### src/rtl/uart_rx_fifo_if.sv
// CPU-side bundle of the UART receiver: FIFO head, status flags and pop strobe.
// slave is the UART end, master is the CPU input-port end.
interface uart_rx_fifo_if;
    logic [7:0] rx_data_out;
    logic       rx_data_present;
    logic       read_rx_data_ack;
    logic       rx_buffer_full;
    logic       rx_overrun;
    logic       rx_framing_error;

    modport master (
        input  rx_data_out,
        input  rx_data_present,
        input  rx_buffer_full,
        input  rx_overrun,
        input  rx_framing_error,
        output read_rx_data_ack
    );

    modport slave (
        output rx_data_out,
        output rx_data_present,
        output rx_buffer_full,
        output rx_overrun,
        output rx_framing_error,
        input  read_rx_data_ack
    );
endinterface

### src/rtl/uart_rx_fifo.sv
// 16x oversampled 8N1 UART receiver feeding a first-word-fall-through FIFO.
// A stop bit sampled low enters BREAK until the line idles high again.
module uart_rx_fifo #(
    parameter int OVERSAMPLE_DIV = 651,
    parameter int FIFO_AW        = 4
) (
    input  logic           clk,
    input  logic           reset,
    input  logic           rs232_rx,
    uart_rx_fifo_if.slave  rx
);

    localparam int DEPTH = 1 << FIFO_AW;
    localparam int DW    = $clog2(OVERSAMPLE_DIV);

    localparam logic [DW-1:0]    DIV_MAX = DW'(OVERSAMPLE_DIV - 1);
    localparam logic [FIFO_AW:0] DEPTH_C = (FIFO_AW + 1)'(DEPTH);

    typedef enum logic [2:0] {
        S_IDLE,
        S_START,
        S_DATA,
        S_STOP,
        S_BREAK
    } state_t;

    state_t state, state_n;

    logic          s1, s2, rxs;
    logic [DW-1:0] div_cnt;
    logic          tick;
    logic [3:0]    sc;
    logic [2:0]    bc;
    logic [7:0]    shreg;

    logic          clr_div;
    logic          mid_start;
    logic          bit_end;
    logic          shift;
    logic          stop_ok;
    logic          stop_bad;

    logic [7:0]         mem [DEPTH];
    logic [FIFO_AW-1:0] wr_ptr, rd_ptr;
    logic [FIFO_AW:0]   cnt;
    logic               push, pop;
    logic               overrun_q;
    logic               fe_q;

    always_ff @(posedge clk) begin
        if (reset) begin
            s1 <= 1'b1;
            s2 <= 1'b1;
        end else begin
            s1 <= rs232_rx;
            s2 <= s1;
        end
    end

    assign rxs  = s2;
    assign tick = (div_cnt == DIV_MAX);

    // Restart the divider on the detected start edge so ticks stay centred.
    always_ff @(posedge clk) begin
        if (reset || clr_div) begin
            div_cnt <= '0;
        end else if (tick) begin
            div_cnt <= '0;
        end else begin
            div_cnt <= div_cnt + 1'b1;
        end
    end

    always_ff @(posedge clk) begin
        if (reset) begin
            state <= S_IDLE;
        end else begin
            state <= state_n;
        end
    end

    always_comb begin
        state_n = state;
        unique case (state)
            S_IDLE: begin
                if (!rxs) state_n = S_START;
            end
            S_START: begin
                if (tick && sc == 4'd7) begin
                    state_n = rxs ? S_IDLE : S_DATA;
                end
            end
            S_DATA: begin
                if (tick && sc == 4'hf && bc == 3'd7) begin
                    state_n = S_STOP;
                end
            end
            S_STOP: begin
                if (tick && sc == 4'hf) begin
                    state_n = rxs ? S_IDLE : S_BREAK;
                end
            end
            S_BREAK: begin
                if (rxs) state_n = S_IDLE;
            end
            default: state_n = S_IDLE;
        endcase
    end

    always_comb begin
        clr_div   = (state == S_IDLE) && !rxs;
        mid_start = (state == S_START) && tick && (sc == 4'd7);
        bit_end   = tick && (sc == 4'hf);
        shift     = (state == S_DATA) && bit_end;
        stop_ok   = (state == S_STOP) && bit_end && rxs;
        stop_bad  = (state == S_STOP) && bit_end && !rxs;
    end

    always_ff @(posedge clk) begin
        if (reset) begin
            sc    <= '0;
            bc    <= '0;
            shreg <= '0;
        end else begin
            if (state == S_IDLE) begin
                sc <= '0;
                bc <= '0;
            end else if (tick) begin
                if (mid_start || bit_end) begin
                    sc <= '0;
                end else begin
                    sc <= sc + 1'b1;
                end
            end
            if (shift) begin
                shreg <= {rxs, shreg[7:1]};
                bc    <= bc + 1'b1;
            end
        end
    end

    // A pop in the push cycle frees a slot even when the FIFO is full.
    assign pop  = rx.read_rx_data_ack && (cnt != '0);
    assign push = stop_ok && ((cnt != DEPTH_C) || pop);

    always_ff @(posedge clk) begin
        if (push) begin
            mem[wr_ptr] <= shreg;
        end
    end

    always_ff @(posedge clk) begin
        if (reset) begin
            wr_ptr <= '0;
            rd_ptr <= '0;
            cnt    <= '0;
        end else begin
            if (push) wr_ptr <= wr_ptr + 1'b1;
            if (pop)  rd_ptr <= rd_ptr + 1'b1;
            if (push && !pop) begin
                cnt <= cnt + 1'b1;
            end else if (pop && !push) begin
                cnt <= cnt - 1'b1;
            end
        end
    end

    always_ff @(posedge clk) begin
        if (reset) begin
            overrun_q <= 1'b0;
            fe_q      <= 1'b0;
        end else begin
            if (stop_ok && !push) overrun_q <= 1'b1;
            fe_q <= stop_bad;
        end
    end

    assign rx.rx_data_out      = mem[rd_ptr];
    assign rx.rx_data_present  = (cnt != '0);
    assign rx.rx_buffer_full   = (cnt == DEPTH_C);
    assign rx.rx_overrun       = overrun_q;
    assign rx.rx_framing_error = fe_q;

endmodule

### src/flat_wrapper.sv
// flat-port wrapper written by rule: the top's interface ports become plain ports
module uart_rx_fifo_flat 
#(
    parameter int OVERSAMPLE_DIV = 651,
    parameter int FIFO_AW        = 4
)
  (clk, reset, rs232_rx, rx_rx_data_out, rx_rx_data_present, rx_rx_buffer_full, rx_rx_overrun, rx_rx_framing_error, rx_read_rx_data_ack);
  uart_rx_fifo_if rx_i ();
  input  logic clk;
  input  logic reset;
  input  logic rs232_rx;
  output wire logic [$bits(rx_i.rx_data_out)-1:0] rx_rx_data_out;
  output wire logic [$bits(rx_i.rx_data_present)-1:0] rx_rx_data_present;
  output wire logic [$bits(rx_i.rx_buffer_full)-1:0] rx_rx_buffer_full;
  output wire logic [$bits(rx_i.rx_overrun)-1:0] rx_rx_overrun;
  output wire logic [$bits(rx_i.rx_framing_error)-1:0] rx_rx_framing_error;
  input wire logic [$bits(rx_i.read_rx_data_ack)-1:0] rx_read_rx_data_ack;
  assign rx_rx_data_out = rx_i.rx_data_out;
  assign rx_rx_data_present = rx_i.rx_data_present;
  assign rx_rx_buffer_full = rx_i.rx_buffer_full;
  assign rx_rx_overrun = rx_i.rx_overrun;
  assign rx_rx_framing_error = rx_i.rx_framing_error;
  assign rx_i.read_rx_data_ack = rx_read_rx_data_ack;
  uart_rx_fifo #(.OVERSAMPLE_DIV(OVERSAMPLE_DIV), .FIFO_AW(FIFO_AW)) u_core (.clk(clk), .reset(reset), .rs232_rx(rs232_rx), .rx(rx_i));
endmodule
### config.mk
export PLATFORM = sky130hd
export DESIGN_NAME = uart_rx_fifo_flat
export DESIGN_NICKNAME = d
export VERILOG_FILES = /design/src/rtl/uart_rx_fifo_if.sv /design/src/rtl/uart_rx_fifo.sv /design/src/flat_wrapper.sv
export SDC_FILE = /design/constraint.sdc
export NUM_CORES = 1
export LEC_CHECK = 0
export BUFFER_PORTS_ARGS = -buffer_cell sky130_fd_sc_hd__buf_2
export CAP_MARGIN = 20
export CORE_MARGIN = 4
export CORE_UTILIZATION = 45
export CTS_CLUSTER_DIAMETER = 30
export CTS_CLUSTER_SIZE = 25
export DETAILED_ROUTE_END_ITERATION = 10
export GPL_ROUTABILITY_DRIVEN = 0
export REMOVE_ABC_BUFFERS = 1
export SYNTH_ARGS = -nofsm -noshare
export SYNTH_HDL_FRONTEND = slang
export SYNTH_SLANG_ARGS = --single-unit
### constraint.sdc
create_clock -name clk -period 3.79 [get_ports clk]
set_clock_uncertainty 0.2 [all_clocks]
set_input_delay 0 -clock clk [delete_from_list [all_inputs] [get_ports clk]]
set_output_delay 0 -clock clk [all_outputs]
set_load 0.05 [all_outputs]
# Word level (Yosys, flattened, before mapping)
# Memory sizes are Yosys's and may differ from the RTL's. A register that Yosys moved wholly into a read port is not among the register bits.
# Index checks and enable logic that the tools add are counted.
# Widths: inputs -> output; s select.
# totals
mem_bits_rw	128
ff_bits	45
mem_count	1
in_bits	4
# classes
muxes	17
reduce_logical	28
eq_ne	15
addsub	7
# mem_list
memory	depth	word_bits	read_ports	rd_clocked_by_memory_dff	wr	line_no	text
u_core.mem	16	8	1	1	1	uart_rx_fifo.sv:43	logic [7:0] mem [DEPTH];
# ops
op	count
$mux 3	8
$logic_and 1x1->1	15
$pmux 3 s5	1
$add 4x1->4 const B	3
$mux 4	3
$add 10x1->10 const B	1
$eq 10x10->1 const B	1
$mux 5	2
$ne 2x1->1 const B	4
$eq 3x2->1 const B	2
$eq 3x3->1 const B	2
$add 5x1->5 const B	1
$eq 5x5->1 const B	1
$ne 5x5->1 const B	1
$reduce_and 5->1	1
$reduce_bool 5->1	1
$sub 5x1->5 const B	1
$eq 4x3->1 const B	1
$eq 4x4->1 const B	1
$reduce_bool 2->1	2
$reduce_or 2->1	2
$add 3x1->3 const B	1
$eq 3x1->1 const B	1
$logic_not 1->1	3
other kinds (5)	8

# Depth between registers and ports, before layout
# logic_depth
word_depth	9
ltp_mapped	14

# Worst setup path after synthesis
# Ideal clock, no wire load.
# synth_timing
path_type	register to register
from	register u_core.div_cnt[0]
to	register u_core.cnt[4]
path_stages_with_launch	15
synth_period_minus_slack_ns	3.385
path_buffers	2
t_arrival_ns	3.064
setup_slack_ns	0.405
setup_ns	0.121
required_ns	3.469
path_cell_list	dfxtp_1 > inv_1 > ha_1 > nand4bb_1 > or4_1 > buf_2 > nor2_1 > buf_2 > ha_1 > inv_1 > ha_1 > a21oi_1 > a211oi_1 > a31oi_1 > mux2_2
# synth_between
elab_chain_len	8
word_cells_on_any_way	10
cone_classes	eq/ne: 1; mux: 1; reduce/logical: 8
# synth_rtl
item	line_no	text
start: declaration	uart_rx_fifo.sv:30	logic [DW-1:0] div_cnt;
start signal: assignment	uart_rx_fifo.sv:70	div_cnt <= div_cnt + 1'b1;
$eq 10x10->1 *	uart_rx_fifo.sv:61	assign tick = (div_cnt == DIV_MAX);
$logic_and 1x1->1 *	uart_rx_fifo.sv:113	bit_end = tick && (sc == 4'hf);
$logic_and 1x1->1 * (2 in a row)	uart_rx_fifo.sv:115	stop_ok = (state == S_STOP) && bit_end && rxs;
$logic_and 1x1->1 *	uart_rx_fifo.sv:144	assign push = stop_ok && ((cnt != DEPTH_C) || pop);
net u_core.push	uart_rx_fifo.sv:46	logic push, pop;
$logic_not 1->1	uart_rx_fifo.sv:162	end else if (pop && !push) begin
$logic_and 1x1->1	uart_rx_fifo.sv:162	
$reduce_bool 2->1 (no line)	-	
end signal: assignment	uart_rx_fifo.sv:161	cnt <= cnt + 1'b1;
end signal: assignment	uart_rx_fifo.sv:163	cnt <= cnt - 1'b1;
end: declaration	uart_rx_fifo.sv:45	logic [FIFO_AW:0] cnt;
# The timed path passes the listed nets; every way through them passes the cells marked *.
# A chain may end at the register's enable or synchronous reset.

# Worst setup path in the final report
# layout_timing
from	register u_core.div_cnt[0]
to	register u_core.cnt[4]
# layout_between
elab_chain_len	8
word_cells_on_any_way	10
cone_classes	eq/ne: 1; mux: 1; reduce/logical: 8
# layout_rtl
item	line_no
$eq 10x10->1 *	uart_rx_fifo.sv:61
$logic_and 1x1->1 *	uart_rx_fifo.sv:113
$logic_and 1x1->1 * (2 in a row)	uart_rx_fifo.sv:115
$logic_and 1x1->1 *	uart_rx_fifo.sv:144
$logic_not 1->1	uart_rx_fifo.sv:162
$logic_and 1x1->1	uart_rx_fifo.sv:162
$reduce_bool 2->1 (no line)	-
# Mark *: on every way between the ends. The rest lies on a longest branch, timed or not.

==> flow_summary.yaml <==
routing:
  viasPerCell: 5.52
  drc_errors: 0
  drtPass1Iterations: 4
  drt_iter0_drc: 330
  wire_per_inst_um: 19.3
  final_antenna_net_count: 0
  routed_wl_um: 13800
  num_vias: 3948
power:
  power.density_mw_per_mm2: 477
  peakVddDrop_mv: 0.316
  pwr-share-comb_pct: 0.6
  switching_share_pct: 21.0
  seqPwrFrac_pct: 53.0
  p_clk_share_pct: 46.3
  p_switching_w: 0.000815
  power_leakage_nw: 3.16
  p_int_w: 0.00306
timing:
  period_needed_ns: 3.35
  setup_violations: 0
  max_slew_margin_pct: 39.9
  setup_ws_ns: 0.435
  hold_viol_final: 0
  tns_ns: 0
  tightest_slew_ns: 0.893
  rsz0062_at_grt: "false"
  drv_slew: 0
  max_freq_ghz: 0.298
  fin_crit_sh_pct: 88.5
logic_synthesis:
  syn-cell-area_mm2: 0.00718
  synth_common_cells: "edfxtp_1 (128), dfxtp_1 (49), nor2_1 (33)"
  ys_top_cells_by_area: "edfxtp_1 (54%), dfxtp_1 (14%), mux4_2 (10%), ha_1 (2.4%), nor2_1 (1.7%)"
  synth_most_common_cell: "edfxtp_1"
  synth-edff-count: 128
  syn_avg_cell_area_um2: 15.3
  ys.flop_type: "edfxtp_1"
  yosysTopAreaCellShare_pct: 53.5
  ys_seq_area_share_pct: 67.2
  ys_warn_count: 0
  syn_inst: 468
  synthArstFlopShare_pct: 0
  synth.distinct_cells: 45
  yosysTopAreaCell: "edfxtp_1"
  ys_ff_latch: 177
setup_path:
  reg2reg_depth: 12
  end_kind: "flip-flop"
  crit_path_start_kind: "flip-flop"
  path_max_fanout: 6
  required_ns: 3.92
  arrival_ns: 3.48
  worstReg2RegEnd: "u_core.cnt[4]"
  r2r_start: "u_core.div_cnt[0]"
  timing.reg2reg.setup_slack_ns: 0.44
  critPathKind: "reg2reg"
place:
  dpl-instance-area_mm2: 0.00749
  place_ws_ns: 0.433
  dp_hpwl_um: 8820
  portBuffers: 15
final_layout:
  register_area_mm2: 0.00483
  nets: 510
  design_area_mm2: 0.00814
  diodes: 0
  syn_to_final_growth_pct: 13.4
  nFillCells: 1303
  multi_input_area_mm2: 0.00223
  drive_gt1_share_pct: 18.1
floorplanning:
  ios: 16
  design.core.area_mm2: 0.0154
  start_util_pct: 46.5
  fp.dieH_um: 134
  num_rows: 45
  die_area_mm2: 0.0180
  die_x_um: 134
clocking:
  clk_root_buffer_cell: "clkbuf_16"
  cts_inserted_buffers: 17
  cts_num_sinks: 177
  cts_tree: "built"
  clock_latency_ns: 0.43
  clk_pin_slew_worst_paths_ns: 0.07
  cts_setup_buffers: 0
  cts_buffer_depth: 2
  h-tree-depth: 4
global_routing:
  grt_remaining_overflow: 0
  antenna_found_initial: 0
  gr-usage-all-layers_pct: 16.5
  grt_start_max_net_pins: 40
  grt_pass1_wl_um: 22300
  grt_pass1_vias: 4048
min_path:
  hold_start: "rs232_rx"
  hold_path_class: "in2reg"
  hold-path-endpoint: "u_core.s1"
  hold_depth: 3
run:
  cap_violations: 0
outcome:
  run_status: "completed"
-- how the worst max path moves through the flow --
stage / slack, ns / cells after the start / startpoint / to
detailed placement: 0.43 / 12 / u_core.div_cnt[0] / u_core.cnt[4]
global route: 0.23 / 11 / u_core.div_cnt[1] / u_core.cnt[4]
CTS: 0.41 / 12 / u_core.div_cnt[0] / u_core.cnt[4]
floorplan: 0.34 / 12 / u_core.div_cnt[0] / u_core.cnt[4]
finish: 0.44 / 12 / u_core.div_cnt[0] / u_core.cnt[4]
global placement: 0.53 / 12 / u_core.div_cnt[0] / u_core.cnt[4]
-- per-layer routing --
layer	GRT usage [%]	share of wire (%)	up-vias
met4	4.24	1.1	0
met2	28.1	51	70
met3	5.21	4.4	16
met1	20.4	43	2000
li1	-	-	1862
met5	0	0	-
-- layout make-up --
class,count,share of cell area [%]
flip-flops and latches,177,59.3
clock inverters,15,2.32
repair buffers,26,2.06
multi-input cells,260,27.5
well taps,211,3.24
inverters,9,0.415
clock buffers,17,5.23
-- registers in the layout, indices dropped and copies added, names as in the netlist, named ones only --
| signal | cells |
|---|---|
| u_core.div_cnt | 10 |
| u_core.rxs | 1 |
| u_core.sc | 4 |
| u_core.bc | 3 |
| u_core.cnt | 5 |
| u_core.rx.rx_overrun | 1 |
| u_core.s1 | 1 |
| u_core.mem | 128 |
| u_core.wr_ptr | 4 |
| u_core.shreg | 8 |
| u_core.rx.rx_framing_error | 1 |
| u_core.rd_ptr | 4 |
| u_core.state | 3 |
-- what timing repair did --
item,4_1_cts,5_1_grt
hold buffers,4,0
endpoints found under the hold margin,21,0
resized for setup,0,0
-- power groups by stage --
stage          combinational (W)  sequential, W  clock (W)
4_1_cts                0.0000250        0.00206    0.00184
5_1_grt                0.0000290        0.00206    0.00193
2_1_floorplan          0.0000125        0.00210          0
3_5_place_dp           0.0000224        0.00210          0
3_3_place_gp           0.0000220        0.00210          0
6_report               0.0000246        0.00206    0.00180
-- worst max-delay path, stage by stage (launching register included) --
cell,delay [ns]
dfxtp_1,0.35
inv_1,0.07
ha_1,0.13
nand4bb_1,0.19
or4_1,0.58
nor2_1,0.22
ha_1,0.21
inv_1,0.11
ha_1,0.34
a21oi_1,0.20
a211oi_1,0.11
a31oi_1,0.18
mux2_2,0.35
-- metrics by stage --
stage / hold slack, ns / power (W) / cells / util [%]
2_1_floorplan: -0.131 / 0.00211 / 446 / -
3_3_place_gp: -0.0120 / 0.00212 / 679 / 48.5
3_5_place_dp: -0.0109 / 0.00212 / 679 / 48.5
4_1_cts: 0.0630 / 0.00392 / 715 / 52.8
5_1_grt: 0.0871 / 0.00401 / 715 / 52.8
6_report: 0.0866 / 0.00388 / 715 / 52.8
-- cells by family after synthesis --
group	count (synthesis)	synth area share (%)
buffers and inverters	31	1.69
muxes	44	11.7
adders and majority gates	15	2.72
AOI/OAI and AO/OA	55	5.12
xor gates and xnor gates	14	1.71
and+or+nand+nor	132	9.85
DFF	177	67.2
-- placed cells by master (no fill, tap or decap), drive strengths merged, types with 3 or more instances in the layout --
master and instances:
nand3 11, dlygate4sd3 4, and3 18, a211oi 3, a21oi 12, nor2 33
nand2b 14, ha 14, dfxtp 49, mux2i 11, nand2 16, nor2b 6
buf 22, a22oi 16, edfxtp 128, or3 4, inv 17, xnor2 6
mux4 32, or2 3, xor2 8, o21ai 9, clkinv 4, clkbuf 17
or4 5, nor3 8, nor4 4, o211ai 4, and2 3
(Power assumes the default switching activity.)
